## src/rtl/imem_loader_pkg.sv

```systemverilog
// Shared types and constants for the instruction-memory boot loader.
// The CKSUM state exists only when IMEM_LOADER_CHECKSUM_EN is defined.
package imem_loader_pkg;

`ifdef IMEM_LOADER_CHECKSUM_EN
  typedef enum logic [2:0] {
    S_IDLE,
    S_LEN_HI,
    S_LEN_LO,
    S_DATA,
    S_CKSUM,
    S_DONE
  } state_t;
`else
  typedef enum logic [2:0] {
    S_IDLE,
    S_LEN_HI,
    S_LEN_LO,
    S_DATA,
    S_DONE
  } state_t;
`endif

  localparam int HDR_BYTES      = 2;
  localparam int BYTES_PER_WORD = 4;

endpackage

```

## src/rtl/imem_loader_if.sv

```systemverilog
// Byte-stream handshake plus instruction-memory write port.
// The master modport is the loader side, the slave modport is the host/memory side.
interface imem_loader_if #(
  parameter int AW = 6
);
  logic          in_valid;
  logic [7:0]    in_data;
  logic          in_ready;
  logic          we;
  logic [AW-1:0] waddr;
  logic [31:0]   wdata;

  modport master (
    input  in_valid, in_data,
    output in_ready, we, waddr, wdata
  );

  modport slave (
    output in_valid, in_data,
    input  in_ready, we, waddr, wdata
  );
endinterface

```

## src/rtl/imem_loader_byte_packer.sv

```systemverilog
// Big-endian byte-to-word assembler: the first byte of a word lands in bits [31:24].
// word is combinational so the caller can register it on the same edge that takes the last byte.
module byte_packer
  import imem_loader_pkg::*;
(
  input  logic        clk,
  input  logic        reset,
  input  logic        clear,
  input  logic        shift_en,
  input  logic [7:0]  data,
  output logic [31:0] word,
  output logic        word_done
);
  localparam int LANE_W = $clog2(BYTES_PER_WORD);

  logic [LANE_W-1:0] lane_q;
  logic [23:0]       shift_q;

  assign word      = {shift_q, data};
  assign word_done = shift_en && (lane_q == LANE_W'(BYTES_PER_WORD - 1));

  always_ff @(posedge clk or posedge reset) begin
    if (reset) begin
      lane_q  <= '0;
      shift_q <= '0;
    end else if (clear) begin
      lane_q  <= '0;
    end else if (shift_en) begin
      lane_q  <= lane_q + 1'b1;
      shift_q <= {shift_q[15:0], data};
    end
  end
endmodule

```

## src/rtl/imem_loader.sv

```systemverilog
// Boot loader: count header, big-endian words to instruction memory, core held in reset until clean.
// Define IMEM_LOADER_CHECKSUM_EN for a trailing XOR checksum byte.
//
// state    | meaning
// IDLE     | waiting for first start
// LEN_HI   | taking word-count high byte
// LEN_LO   | taking word-count low byte, oversize decided here
// DATA     | taking 4*N data bytes, one write per word
// CKSUM    | taking the XOR checksum byte (checksum build only)
// DONE     | load finished, waiting for a new start
module imem_loader
  import imem_loader_pkg::*;
#(
  parameter int DEPTH = 64,
  parameter int AW    = $clog2(DEPTH)
) (
  input  logic          clk,
  input  logic          reset,
  input  logic          start,
  imem_loader_if.master bus,
  output logic          core_hold,
  output logic          done,
  output logic          err
);
  localparam logic [15:0] DEPTH_W = 16'(DEPTH);

`ifdef IMEM_LOADER_CHECKSUM_EN
  localparam state_t AFTER_DATA = S_CKSUM;
`else
  localparam state_t AFTER_DATA = S_DONE;
`endif

  state_t        state_q, state_d;
  logic [7:0]    len_hi_q;
  logic [15:0]   words_left_q;
  logic [AW-1:0] word_idx_q;
  logic [15:0]   n_count;
  logic [31:0]   word;
  logic          xfer, start_ok, word_done, last_word;

  assign xfer      = bus.in_valid && bus.in_ready;
  assign start_ok  = start && (state_q == S_IDLE || state_q == S_DONE);
  assign n_count   = {len_hi_q, bus.in_data};
  assign last_word = word_done && (words_left_q == 16'd1);
  assign done      = (state_q == S_DONE);

`ifdef IMEM_LOADER_CHECKSUM_EN
  assign bus.in_ready = state_q inside {S_LEN_HI, S_LEN_LO, S_DATA, S_CKSUM};
`else
  assign bus.in_ready = state_q inside {S_LEN_HI, S_LEN_LO, S_DATA};
`endif

  byte_packer u_packer (
    .clk       (clk),
    .reset     (reset),
    .clear     (start_ok),
    .shift_en  (xfer && (state_q == S_DATA)),
    .data      (bus.in_data),
    .word      (word),
    .word_done (word_done)
  );

  always_ff @(posedge clk or posedge reset) begin
    if (reset) state_q <= S_IDLE;
    else       state_q <= state_d;
  end

  always_comb begin
    state_d = state_q;
    case (state_q)
      S_IDLE, S_DONE: if (start) state_d = S_LEN_HI;
      S_LEN_HI:       if (xfer) state_d = S_LEN_LO;
      S_LEN_LO:       if (xfer) state_d = (n_count == 16'd0) ? AFTER_DATA : S_DATA;
      S_DATA:         if (last_word) state_d = AFTER_DATA;
`ifdef IMEM_LOADER_CHECKSUM_EN
      S_CKSUM:        if (xfer) state_d = S_DONE;
`endif
      default:        state_d = S_IDLE;
    endcase
  end

`ifdef IMEM_LOADER_CHECKSUM_EN
  logic [7:0] csum_q;

  always_ff @(posedge clk or posedge reset) begin
    if (reset)                            csum_q <= 8'h00;
    else if (start_ok)                    csum_q <= 8'h00;
    else if (xfer && (state_q == S_DATA)) csum_q <= csum_q ^ bus.in_data;
  end
`endif

  // An oversize load still walks the whole stream; err_q alone suppresses its writes.
  always_ff @(posedge clk or posedge reset) begin
    if (reset) begin
      len_hi_q     <= 8'h00;
      words_left_q <= 16'd0;
      word_idx_q   <= '0;
      err          <= 1'b0;
      core_hold    <= 1'b1;
      bus.we       <= 1'b0;
      bus.waddr    <= '0;
      bus.wdata    <= 32'h0;
    end else begin
      bus.we <= 1'b0;
      if (start_ok) begin
        err        <= 1'b0;
        core_hold  <= 1'b1;
        word_idx_q <= '0;
      end
      if (xfer && (state_q == S_LEN_HI)) len_hi_q <= bus.in_data;
      if (xfer && (state_q == S_LEN_LO)) begin
        words_left_q <= n_count;
        if (n_count > DEPTH_W) err <= 1'b1;
      end
      if (word_done) begin
        words_left_q <= words_left_q - 16'd1;
        word_idx_q   <= word_idx_q + 1'b1;
        if (!err) begin
          bus.we    <= 1'b1;
          bus.waddr <= word_idx_q;
          bus.wdata <= word;
        end
      end
`ifdef IMEM_LOADER_CHECKSUM_EN
      if (xfer && (state_q == S_CKSUM) && (bus.in_data != csum_q)) err <= 1'b1;
`endif
      if ((state_q == S_DONE) && !err && !start_ok) core_hold <= 1'b0;
    end
  end
endmodule

```

## src/flat_wrapper.sv

```systemverilog
// flat-port wrapper written by rule: the top's interface ports become plain ports
module imem_loader_flat import imem_loader_pkg::*;
#(
  parameter int DEPTH = 64,
  parameter int AW    = $clog2(DEPTH)
)
  (clk, reset, start, core_hold, done, err, bus_in_valid, bus_in_data, bus_in_ready, bus_we, bus_waddr, bus_wdata);
  imem_loader_if #(.AW(AW)) bus_i ();
  input  logic clk;
  input  logic reset;
  input  logic start;
  output logic core_hold;
  output logic done;
  output logic err;
  input wire logic [$bits(bus_i.in_valid)-1:0] bus_in_valid;
  input wire logic [$bits(bus_i.in_data)-1:0] bus_in_data;
  output wire logic [$bits(bus_i.in_ready)-1:0] bus_in_ready;
  output wire logic [$bits(bus_i.we)-1:0] bus_we;
  output wire logic [$bits(bus_i.waddr)-1:0] bus_waddr;
  output wire logic [$bits(bus_i.wdata)-1:0] bus_wdata;
  assign bus_i.in_valid = bus_in_valid;
  assign bus_i.in_data = bus_in_data;
  assign bus_in_ready = bus_i.in_ready;
  assign bus_we = bus_i.we;
  assign bus_waddr = bus_i.waddr;
  assign bus_wdata = bus_i.wdata;
  imem_loader #(.DEPTH(DEPTH), .AW(AW)) u_core (.clk(clk), .reset(reset), .start(start), .bus(bus_i), .core_hold(core_hold), .done(done), .err(err));
endmodule
```

## config.mk

```make
export PLATFORM = sky130hd
export DESIGN_NAME = imem_loader_flat
export DESIGN_NICKNAME = d
export VERILOG_FILES = /design/src/rtl/imem_loader_pkg.sv /design/src/rtl/imem_loader_if.sv /design/src/rtl/imem_loader_byte_packer.sv /design/src/rtl/imem_loader.sv /design/src/flat_wrapper.sv
export SDC_FILE = /design/constraint.sdc
export NUM_CORES = 1
export LEC_CHECK = 0
export ABC_AREA = 1
export CORE_UTILIZATION = 32
export DETAILED_ROUTE_END_ITERATION = 10
export PLACE_DENSITY = 0.52
export SLEW_MARGIN = 20
export SYNTH_ARGS = -nofsm -noshare
export SYNTH_HDL_FRONTEND = slang
export SYNTH_SLANG_ARGS = --single-unit
```

## constraint.sdc

```tcl
create_clock -name clk -period 4.5 [get_ports clk]
set_input_delay 0.9 -clock clk [delete_from_list [all_inputs] [get_ports clk]]
set_output_delay 0.9 -clock clk [all_outputs]
set_load 0.05 [all_outputs]
```

==> flow_summary.yaml <==
run_status:
  outcome: "completed"
worst_setup_path:
  critPathTopFamily: "buffers and inverters"
  cp-start-kind: "flop"
  critical_path_class: "reg -> out"
  crit_slowest_cell: "clkdlybuf4s50_1"
  crit_top_cell: "nor2_1"
  crit_fanout: 6
  cpPeakStageDelay_ps: 810
  r2r_start: "u_core.state_q[1]$_DFFE_PP0P_"
  startpoint: "u_core.state_q[0]$_DFFE_PP0P_"
  endpoint_kind: "output port"
  crit_buf_inv: 2
  path_cells: "nor2_1 -> inv_1 -> nor2_1 -> clkdlybuf4s50_1"
  cp.required_ps: 3600
  arrival_ps: 2130
power_and_ir_drop:
  powerDensity_mw_per_mm2: 533
  p_leak_nw: 2.57
  worst_ir_drop_vdd_uv: 201
synthesis:
  synthArstFlopShare_pct: 100
  post-synth-top-area-fraction_pct: 55.8
  synth.most_common_cell: "nand2_1"
  syn_inst: 538
  yosysUniqueCellTypes: 26
  synth.mux.area_fraction_pct: 0
  ys_seq_area_share_pct: 56.4
  synth_area_leader_cell: "dfrtp_1"
  yosys_warnings: 0
  synthesis.area_mm2: 0.00444
  yosys_most_used_dff: "dfrtp_1"
  syn_nets: 554
  synth_fa_ha_area_share_pct: 1.13
  synth_compound_area_share_pct: 10.7
  synth_top_family_by_area: "simple AND/OR/NAND/NOR gates"
  synth_edf_count: 0
  synth_commonest_cells: "171 x nand2_1, 99 x dfrtp_1, 78 x o21ai_0"
  synth_seq_cells: 100
  synth.avg_cell_area_um2: 8.25
  synthSimpleGateAreaFrac_pct: 24.5
  synth_top_cells_by_area: "dfrtp_1 56%, nand2_1 14%, o21ai_0 8.8%"
  synth_xor_area_share_pct: 0.395
clock_tree:
  htreeDepth: 3
  clock_latency_ps: 340
  cts.path.max_buffers: 2
  cts_hold_buffers: 0
  ctsResizeCount: 0
  post-cts-setup-buffers: 0
  cts_buffers: 9
  clk_root_buffer_cell: "clkbuf_16"
  cts_tree: "done"
  clock_sinks: 100
  clk_pin_slew_ps: 70
sta:
  fin_ws_ps: 1470
  finalHoldViolations: 0
  drv_slew: 0
  fmax_mhz: 330
  finalCritPeriodShare_pct: 67.3
  post-route-min-period_ps: 3030
  rsz0062_at_grt: "false"
  worst_pin_slew_ps: 670
  slew_headroom_pct: 55.3
  final-setup-viol-count: 0
  clock_skew_ps: 7.13
  tns_ps: 0
drt:
  drc: 0
  firstDrtPassIters: 4
  drtAntennaViolNets: 0
  vias_per_cell: 4.57
  wl_per_cell_um: 12.9
  vias: 3524
  drt-initial-drc-count: 246
  drt-total-wl_mm: 9.98
finish:
  fillers: 1370
  fin_nets: 607
  final_cell_area_mm2: 0.00544
  fin_util_pct: 40.6
  n_antenna_cell: 0
  drive_above_1_share_pct: 5.21
  area_growth_pct: 22.6
die:
  row_count: 42
  die_w_um: 120
  ios: 55
  die-height_um: 120
  die_area_mm2: 0.0143
  initial_utilization_pct: 33.1
  design.core.area_mm2: 0.0134
place:
  gp_congestion: 0.853
  place_area_mm2: 0.00517
  dpl.hpwl_mm: 7.23
  port_buffers: 54
  place_ws_ps: 1450
grt:
  grt_max_degree: 52
  grt_antenna_before_repair: 0
  grt.total_usage_pct: 15.1
  overflow: 0
  grt_pass1_vias: 3463
  grt_pass1_wl_mm: 17.0
hold_path:
  hold_class: "reg -> reg"
  holdCritStartpoint: "u_core.u_packer.shift_q[22]$_DFFE_PP0P_"
run:
  cap_violations: 0
## layer usage
layer / GRT usage, % / share of wire [%] / vias up
li1: - / - / 1824
met1: 21.3 / 51 / 1623
met2: 22.7 / 44 / 63
met3: 2.23 / 3.0 / 14
met4: 7.19 / 1.7 / 0
met5: 0 / 0 / -
## cell families (layout without fill, tap and decap cells)
kind of cell               after synthesis  count (layout)
and+or+nand+nor                        265             265
adders and majority gates                4               4
DFF                                    100             100
buffers and inverters                   76             133
AOI/OAI and AO/OA                       91              91
xor gates and xnor gates                 2               2
## sequential cells by signal (all words and copies together), names as in the netlist
signal                   count
u_core.u_packer.shift_q     24
u_core.core_hold             1
u_core.state_q               3
u_core.u_packer.lane_q       2
u_core.word_idx_q            6
u_core.bus.wdata            32
u_core.words_left_q         16
u_core.len_hi_q              8
u_core.bus.waddr             6
u_core.err                   1
u_core.bus.we                1
## cells in the final DEF, fill, tap and decap left out, types with 2 or more instances in the layout
cell type	Yosys	layout
inv_6	0	3
xor2_1	2	2
ha_1	4	4
clkbuf_16	0	9
o21ai_1	2	2
o21ai_0	78	78
nand3_1	37	37
nor3_1	4	4
buf_4	1	4
nand4_1	3	3
or2_2	2	3
nand2_1	171	171
clkinvlp_4	0	2
nor2_1	44	44
a21oi_1	3	3
inv_1	56	55
inv_2	3	3
o211ai_1	4	4
dfrtp_1	99	99
clkdlybuf4s50_1	0	54
o22ai_1	3	3
## worst min-delay path, cell delays in order (launching register included)
cell	delay, ps
dfrtp_1	350
nand2_1	50
nand2_1	40
## cell type report
type | instances | area, µm² | area share (%)
Tap cell | 176 | 220 | 4.05
Clock buffer | 9 | 225 | 4.14
Inverter | 59 | 224 | 4.12
Clock inverter | 6 | 46.3 | 0.851
Timing Repair Buffer | 59 | 591 | 10.9
Multi-Input combinational cell | 362 | 1630 | 30.0
Sequential cell | 100 | 2500 | 46.0
## through the flow
step           hold slack [ps]  total power, mW  instances
3_3_place_gp               456             2.19        756
2_1_floorplan              442             1.95        538
3_5_place_dp               459             2.21        756
4_1_cts                    477             2.94        771
5_1_grt                    508             3.13        771
6_report                   471             2.90        771
## power by group
group	internal [mW]	switching [mW]	leakage (nW)	total (mW)
clock network	0.377	0.338	0.129	0.715
logic	0.300	0.576	1.11	0.876
registers	1.13	0.178	1.33	1.31
total	1.81	1.09	2.57	2.90
## worst paths after layout
kind | to | slack (ps) | cells after the start
max in group asynchronous | u_core.core_hold$_DFFE_PP1P_ | 2750 | 3
worst min register to register | u_core.bus.wdata[30]$_DFFE_PP0P_ | 470 | 2
worst max register to register | u_core.words_left_q[2]$_DFFE_PP0P_ | 2130 | 7
min in group asynchronous | u_core.bus.wdata[9]$_DFFE_PP0P_ | 910 | 2
worst max-delay path | done | 1470 | 4
worst min-delay path | u_core.bus.wdata[30]$_DFFE_PP0P_ | 470 | 2
Power figures use the tool's default switching activity.
